$ cat src/rtl/pxcnt_pkg.sv
// Shared types for the pxcnt family of counters: terminal behaviours and the
// one-shot sequencing states.
package pxcnt_pkg;

  typedef enum logic [1:0] {
    CNT_WRAP     = 2'd0,
    CNT_SATURATE = 2'd1,
    CNT_ONESHOT  = 2'd2
  } cnt_mode_t;

  typedef enum logic [1:0] {
    CNT_IDLE = 2'd0,
    CNT_RUN  = 2'd1,
    CNT_DONE = 2'd2
  } cnt_state_t;

endpackage

$ cat src/rtl/posedge_counter.sv
// Registered up/down counter with load, programmable upper limit, and
// wrap / saturate / one-shot terminal behaviour plus a terminal-count pulse.
module posedge_counter
  import pxcnt_pkg::*;
#(
  parameter int              NBITS = 8,
  parameter longint unsigned LIMIT = (64'd1 << NBITS) - 64'd1,
  parameter cnt_mode_t       MODE  = CNT_WRAP
) (
  input  logic             CLK,
  input  logic             RESET,
  input  logic             EN,
  input  logic             LOAD,
  input  logic [NBITS-1:0] LOAD_VAL,
  input  logic             DIR,
  output logic [NBITS-1:0] XOUT,
  output logic             TC,
  output logic             DONE
);

  localparam longint unsigned MAXV = (64'd1 << NBITS) - 64'd1;

  if (NBITS < 2 || NBITS > 32) begin : g_bad_nbits
    $error("posedge_counter: NBITS must be in 2..32");
  end
  if (LIMIT < 64'd1 || LIMIT > MAXV) begin : g_bad_limit
    $error("posedge_counter: LIMIT must be in 1..2**NBITS-1");
  end

  localparam logic [NBITS-1:0] LIM = LIMIT[NBITS-1:0];
  localparam logic [NBITS-1:0] ONE = NBITS'(1);

  logic [NBITS-1:0] cnt_q, cnt_d;
  logic             tc_q, tc_d;
  logic             done_q, done_d;
  cnt_state_t       state_q, state_d;

  logic [NBITS-1:0] term, nxt, ld_val;
  logic             at_term, step_ok;

  assign term    = DIR ? '0 : LIM;
  assign at_term = (cnt_q == term);
  assign nxt     = DIR ? (cnt_q - ONE) : (cnt_q + ONE);
  assign ld_val  = (LOAD_VAL > LIM) ? LIM : LOAD_VAL;
  // One-shot only counts between a LOAD and reaching the terminal.
  assign step_ok = EN && ((MODE != CNT_ONESHOT) || (state_q == CNT_RUN));

  always_comb begin
    cnt_d   = cnt_q;
    tc_d    = 1'b0;
    done_d  = done_q;
    state_d = state_q;
    if (LOAD) begin
      cnt_d   = ld_val;
      done_d  = 1'b0;
      state_d = (MODE == CNT_ONESHOT) ? CNT_RUN : CNT_IDLE;
    end else if (step_ok) begin
      if (!at_term) begin
        cnt_d = nxt;
        tc_d  = (nxt == term);
        if ((MODE == CNT_ONESHOT) && (nxt == term)) begin
          state_d = CNT_DONE;
          done_d  = 1'b1;
        end
      end else begin
        // Stepping while already at the terminal: no TC, since no step arrived there.
        case (MODE)
          CNT_WRAP:    cnt_d = DIR ? LIM : '0;
          CNT_ONESHOT: begin
            state_d = CNT_DONE;
            done_d  = 1'b1;
          end
          default:     cnt_d = cnt_q;
        endcase
      end
    end
  end

  always_ff @(posedge CLK) begin
    if (RESET) begin
      cnt_q   <= '0;
      tc_q    <= 1'b0;
      done_q  <= 1'b0;
      state_q <= CNT_IDLE;
    end else begin
      cnt_q   <= cnt_d;
      tc_q    <= tc_d;
      done_q  <= done_d;
      state_q <= state_d;
    end
  end

  assign XOUT = cnt_q;
  assign TC   = tc_q;
  assign DONE = done_q;

endmodule

$ cat config.mk
export PLATFORM = sky130hd
export DESIGN_NAME = posedge_counter
export DESIGN_NICKNAME = d
export VERILOG_FILES = /design/src/rtl/pxcnt_pkg.sv /design/src/rtl/posedge_counter.sv
export SDC_FILE = /design/constraint.sdc
export NUM_CORES = 1
export LEC_CHECK = 0
export ABC_AREA = 1
export CAP_MARGIN = 20
export CORE_ASPECT_RATIO = 0.75
export CORE_MARGIN = 2
export CORE_UTILIZATION = 33
export CTS_BUF_LIST = sky130_fd_sc_hd__clkbuf_8
export CTS_CLUSTER_DIAMETER = 50
export CTS_CLUSTER_SIZE = 14
export DETAILED_ROUTE_END_ITERATION = 8
export GPL_TIMING_DRIVEN = 0
export PLACE_DENSITY = 0.57
export SLEW_MARGIN = 20
export SYNTH_ARGS = -nofsm -noshare
export SYNTH_HDL_FRONTEND = slang
export SYNTH_SLANG_ARGS = --single-unit
$ cat constraint.sdc
create_clock -name CLK -period 1.5 [get_ports CLK]
set_input_delay 0.3 -clock CLK [delete_from_list [all_inputs] [get_ports CLK]]
set_output_delay 0.3 -clock CLK [all_outputs]
set_load 0.03 [all_outputs]
* Word level (Yosys, flattened, before mapping) *
Index checks and enable logic that the tools add are counted.

cells by class
  add/sub/neg operators = 2
  $lt $le $gt $ge = 1
  equality and inequality tests = 2
  mux-type cells = 7
  bitwise gates (word level) = 1
  reductions and logical operators = 2

operators with widths
  operator                                                            count
  8-bit 2-to-1 mux                                                    7
  8-bit == test                                                       2
  8-bit by 1-bit adder with 8-bit output, second input constant       1
  8-bit greater-than comparator, second input constant                1
  8-bit by 1-bit subtractor with 8-bit output, second input constant  1
  4-bit OR reduction                                                  1
  2-bit nonzero test                                                  1
  1-bit inverter                                                      1

storage, ports and cells
  bits in registers = 9
  output and inout bits = 10

* Depth between registers and ports, before layout *
  depth in word-level cells = 5
  depth in mapped cells = 11

* Least setup slack after synthesis *
No wires, ideal clock.

  path type = reg2reg
  start point = register cnt_q[0] (netlist: XOUT[0])
  end point = register tc_q (netlist: TC)
  arrival = 1.740 ns
  data required time = 1.430 ns
  path slack = -0.310 ns
  cell stages (with the launch flop) = 12
  path through = dfxtp_1 inv_1 fa_1 inv_1 nand3_1 nand2_1 nand2_1 nand2_1 nand3_1 nor2_1 nand3_1 a21oi_1

on the way
  cells in the longest elaborated chain, start to end = 3
  elaborated cells between the ends (all ways) = 6

ends and longest elaborated chain
  element                                                                                                       line                   text
  start, declared                                                                                               posedge_counter.sv:33  logic [NBITS-1:0] cnt_q, cnt_d;
  start signal, assigned                                                                                        posedge_counter.sv:86  cnt_q <= cnt_d;
  8-bit by 1-bit adder with 8-bit output / 8-bit by 1-bit subtractor with 8-bit output (equally long branches)  posedge_counter.sv:43  assign nxt = DIR ? (cnt_q - ONE) : (cnt_q + ONE);
  8-bit 2-to-1 mux                                                                                              posedge_counter.sv:43
  8-bit == test                                                                                                 posedge_counter.sv:60  tc_d = (nxt == term);
  end signal, assigned                                                                                          posedge_counter.sv:87  tc_q <= tc_d;
  end, declared                                                                                                 posedge_counter.sv:34  logic tc_q, tc_d;

Parallel ways exist; a longest one is shown, timed or not.
A chain may end at the register's enable or synchronous reset.

* Worst setup path after layout *
Ends and elaborated chain as after synthesis.

==> reports/qor.txt <==
outcome: finished with violations
violated checks: negative setup slack
largest net degree at the start of global routing: 12
first-pass GRT wire length: 4.015 mm
Final Setup Violations: 6
Yosys top cell by area: nand2_1
post-route cell area: 1339 um^2
Worst VDD drop: 0.4031 mV
unrepaired setup endpoints after global routing: true
yosys warns: 0
gpl congestion: 0.8471
arrival time worst endpoint: 1750 ps
drt wl/cell: 11.17 um
CTS tree: built
critical path fanouts, max: 4
startpoint types: flip-flop
Post-synth top cells: nand2_1, inv_1, nor2_1, nand3_1
height of the chip: 48.75 um
Final Critical Period: 1582 ps
WL final: 2.446 mm
Syn Nets: 174
vias in the first global route: 931
drt first pass iters: 4
Routed Antenna Nets: 0
ratio of cells with drive above 1 in the final layout: 22.40%
IO Count: 23
1st-iter DRT viols: 39
clk sink count: 9
Setup crit end kind: flip-flop
Avg Inst Size Synth: 5.720 um^2
top-area cell type share of the netlist area: 20.88%
DP Cell Count: 211
most numerous cell in the Yosys netlist: nand2_1
Final Util: 51.84%
Leakage: 0.6969 nW
kind of critical path: reg2reg
max cap viols: 0
Layout area overhead: 51.99%
CTS Hold Bufs: 0
cts bufs inserted: 3
core region area: 2582 um^2
top cells by area, synth: nand2_1, dfxtp_1, inv_1, ha_1, nor2_1
critical path required time: 1670 ps
clock transition at the registers of the reported paths: 50 ps
Final Hold Fails: 0
final setup margin: -82.04 ps
Clk Latency, worst-skew pair: 230 ps
worst min-delay path class: reg2reg
nets: 204
post-synthesis sequential area ratio: 20.45%
Inserted Diodes: 0
row count: 16
Synth Register Bits: 9
hold slack: 501.6 ps
via count: 1032
FMAX: 632.1 MHz
dpl hpwl: 1.952 mm
Pwr Density: 790.2 nW/um^2
initial core utilization: 34.11%
mapped cell area: 880.8 um^2
Final period util: 105.5%
clock skew: 1.450 ps
Netlist cell types: 21
H-tree depth: 1
Tot GR Track Use: 16.26%
DRC: 0
via density per instance: 4.712
Post-synth top flop: dfxtp_1
Die ar.: 3103 um^2
Port Buffers: 21
post-place setup slack: -1264 ps
die width: 63.66 um
number of max-slew violations in the final report: 0
Overflow after GRT: 0
clock buffer depth: 2
number of synthesized flops with an enable pin: 0
Post-DP Area: 1210 um^2
fin cells: 219
asr flop ratio synth: 0%
initial antenna violation count: 0
root buffer cell: clkbuf_8
cell count after synthesis: 154
[state kept, by name, indices dropped and copies added, names as in the netlist]
register,cells
TC,1
XOUT,8
[final cells by class]
class | count | area [um^2]
Timing Repair Buffer | 25 | 237.7
Inverter | 30 | 118.9
Fill cell | 289 | 1244
Clock inverter | 1 | 3.754
Sequential cell | 9 | 193.9
Multi-Input combinational cell | 114 | 690.7
Clock buffer | 3 | 41.29
Buffer | 1 | 7.507
Tap cell | 36 | 45.04
[layer usage]
layer	GRT usage, %	part of all wire [%]	vias to the layer above
li1	-	-	546
met1	24.21	52	454
met2	24.04	43	26
met3	2.093	3.8	6
met4	5.435	1.0	0
met5	0	0	-
[critical path, cell delays in order, from the launching register on]
cell,delay [ps]
dfxtp_4,370
inv_4,40
fa_2,370
inv_2,90
nand3_2,70
nand2_1,60
nand2_1,50
nand2_2,90
nand3_2,70
nor2_1,80
nand3_1,90
a21oi_2,140
[report_power, final]
part | internal [W] | switching, W
Sequential | 0.000264 | 0.0000291
Combinational | 0.000198 | 0.000289
Clock | 0.000179 | 0.0000999
[cells in the final DEF, fill, tap and decap left out, types with 2 or more instances in the layout]
cell type	instances
nand2_1	44
inv_1	27
nor2_1	16
clkdlybuf4s50_1	11
nand3_1	8
dlygate4sd2_1	8
a21oi_1	7
dfxtp_2	5
o21ai_0	5
nand2_2	5
ha_4	5
buf_4	5
nand4_1	4
nand3_2	3
a21oi_2	3
clkbuf_8	3
dfxtp_1	2
dfxtp_4	2
inv_4	2
nor2_4	2
o221ai_1	2
o21ai_1	2
[stage by stage]
step	setup TNS [ps]	total power, W
after detailed placement	-9061	0.0007514
after floorplan	0	0.0005995
final	-283.1	0.001058
after CTS	-130.4	0.001038
after global placement	-8741	0.0007436
after global routing	-1010	0.001142
[worst paths after layout]
path	start	cells after the start	slack, ps	endpoint
worst max-delay path	XOUT[0]	11	-80	TC
worst min-delay path	XOUT[3]	2	500	XOUT[3]
worst max register to register	XOUT[0]	11	-80	TC
worst min register to register	XOUT[3]	2	500	XOUT[3]
[kinds of logic (layout without fill, tap and decap cells)]
kind of cell | count (synthesis) | count (layout) | share of synthesized area (%)
flip-flops | 9 | 9 | 20.45
AND/OR/NAND/NOR | 85 | 85 | 40.34
other | 1 | 1 | 0.4257
AO/OA/AOI/OAI | 20 | 20 | 13.35
XOR/XNOR | 1 | 1 | 0.9945
buffers and inverters | 31 | 60 | 13.64
adder cells (fa/ha/maj) | 7 | 7 | 10.80
[what timing repair did]
item | 4_1_cts | 5_1_grt
pin swaps | 0 | 9
gates cloned | 0 | 0
setup endpoints to repair | 17 | 9
setup buffers | 0 | 4
gates resized for setup | 26 | 8
No activity file was read; power rests on OpenSTA's default activity.
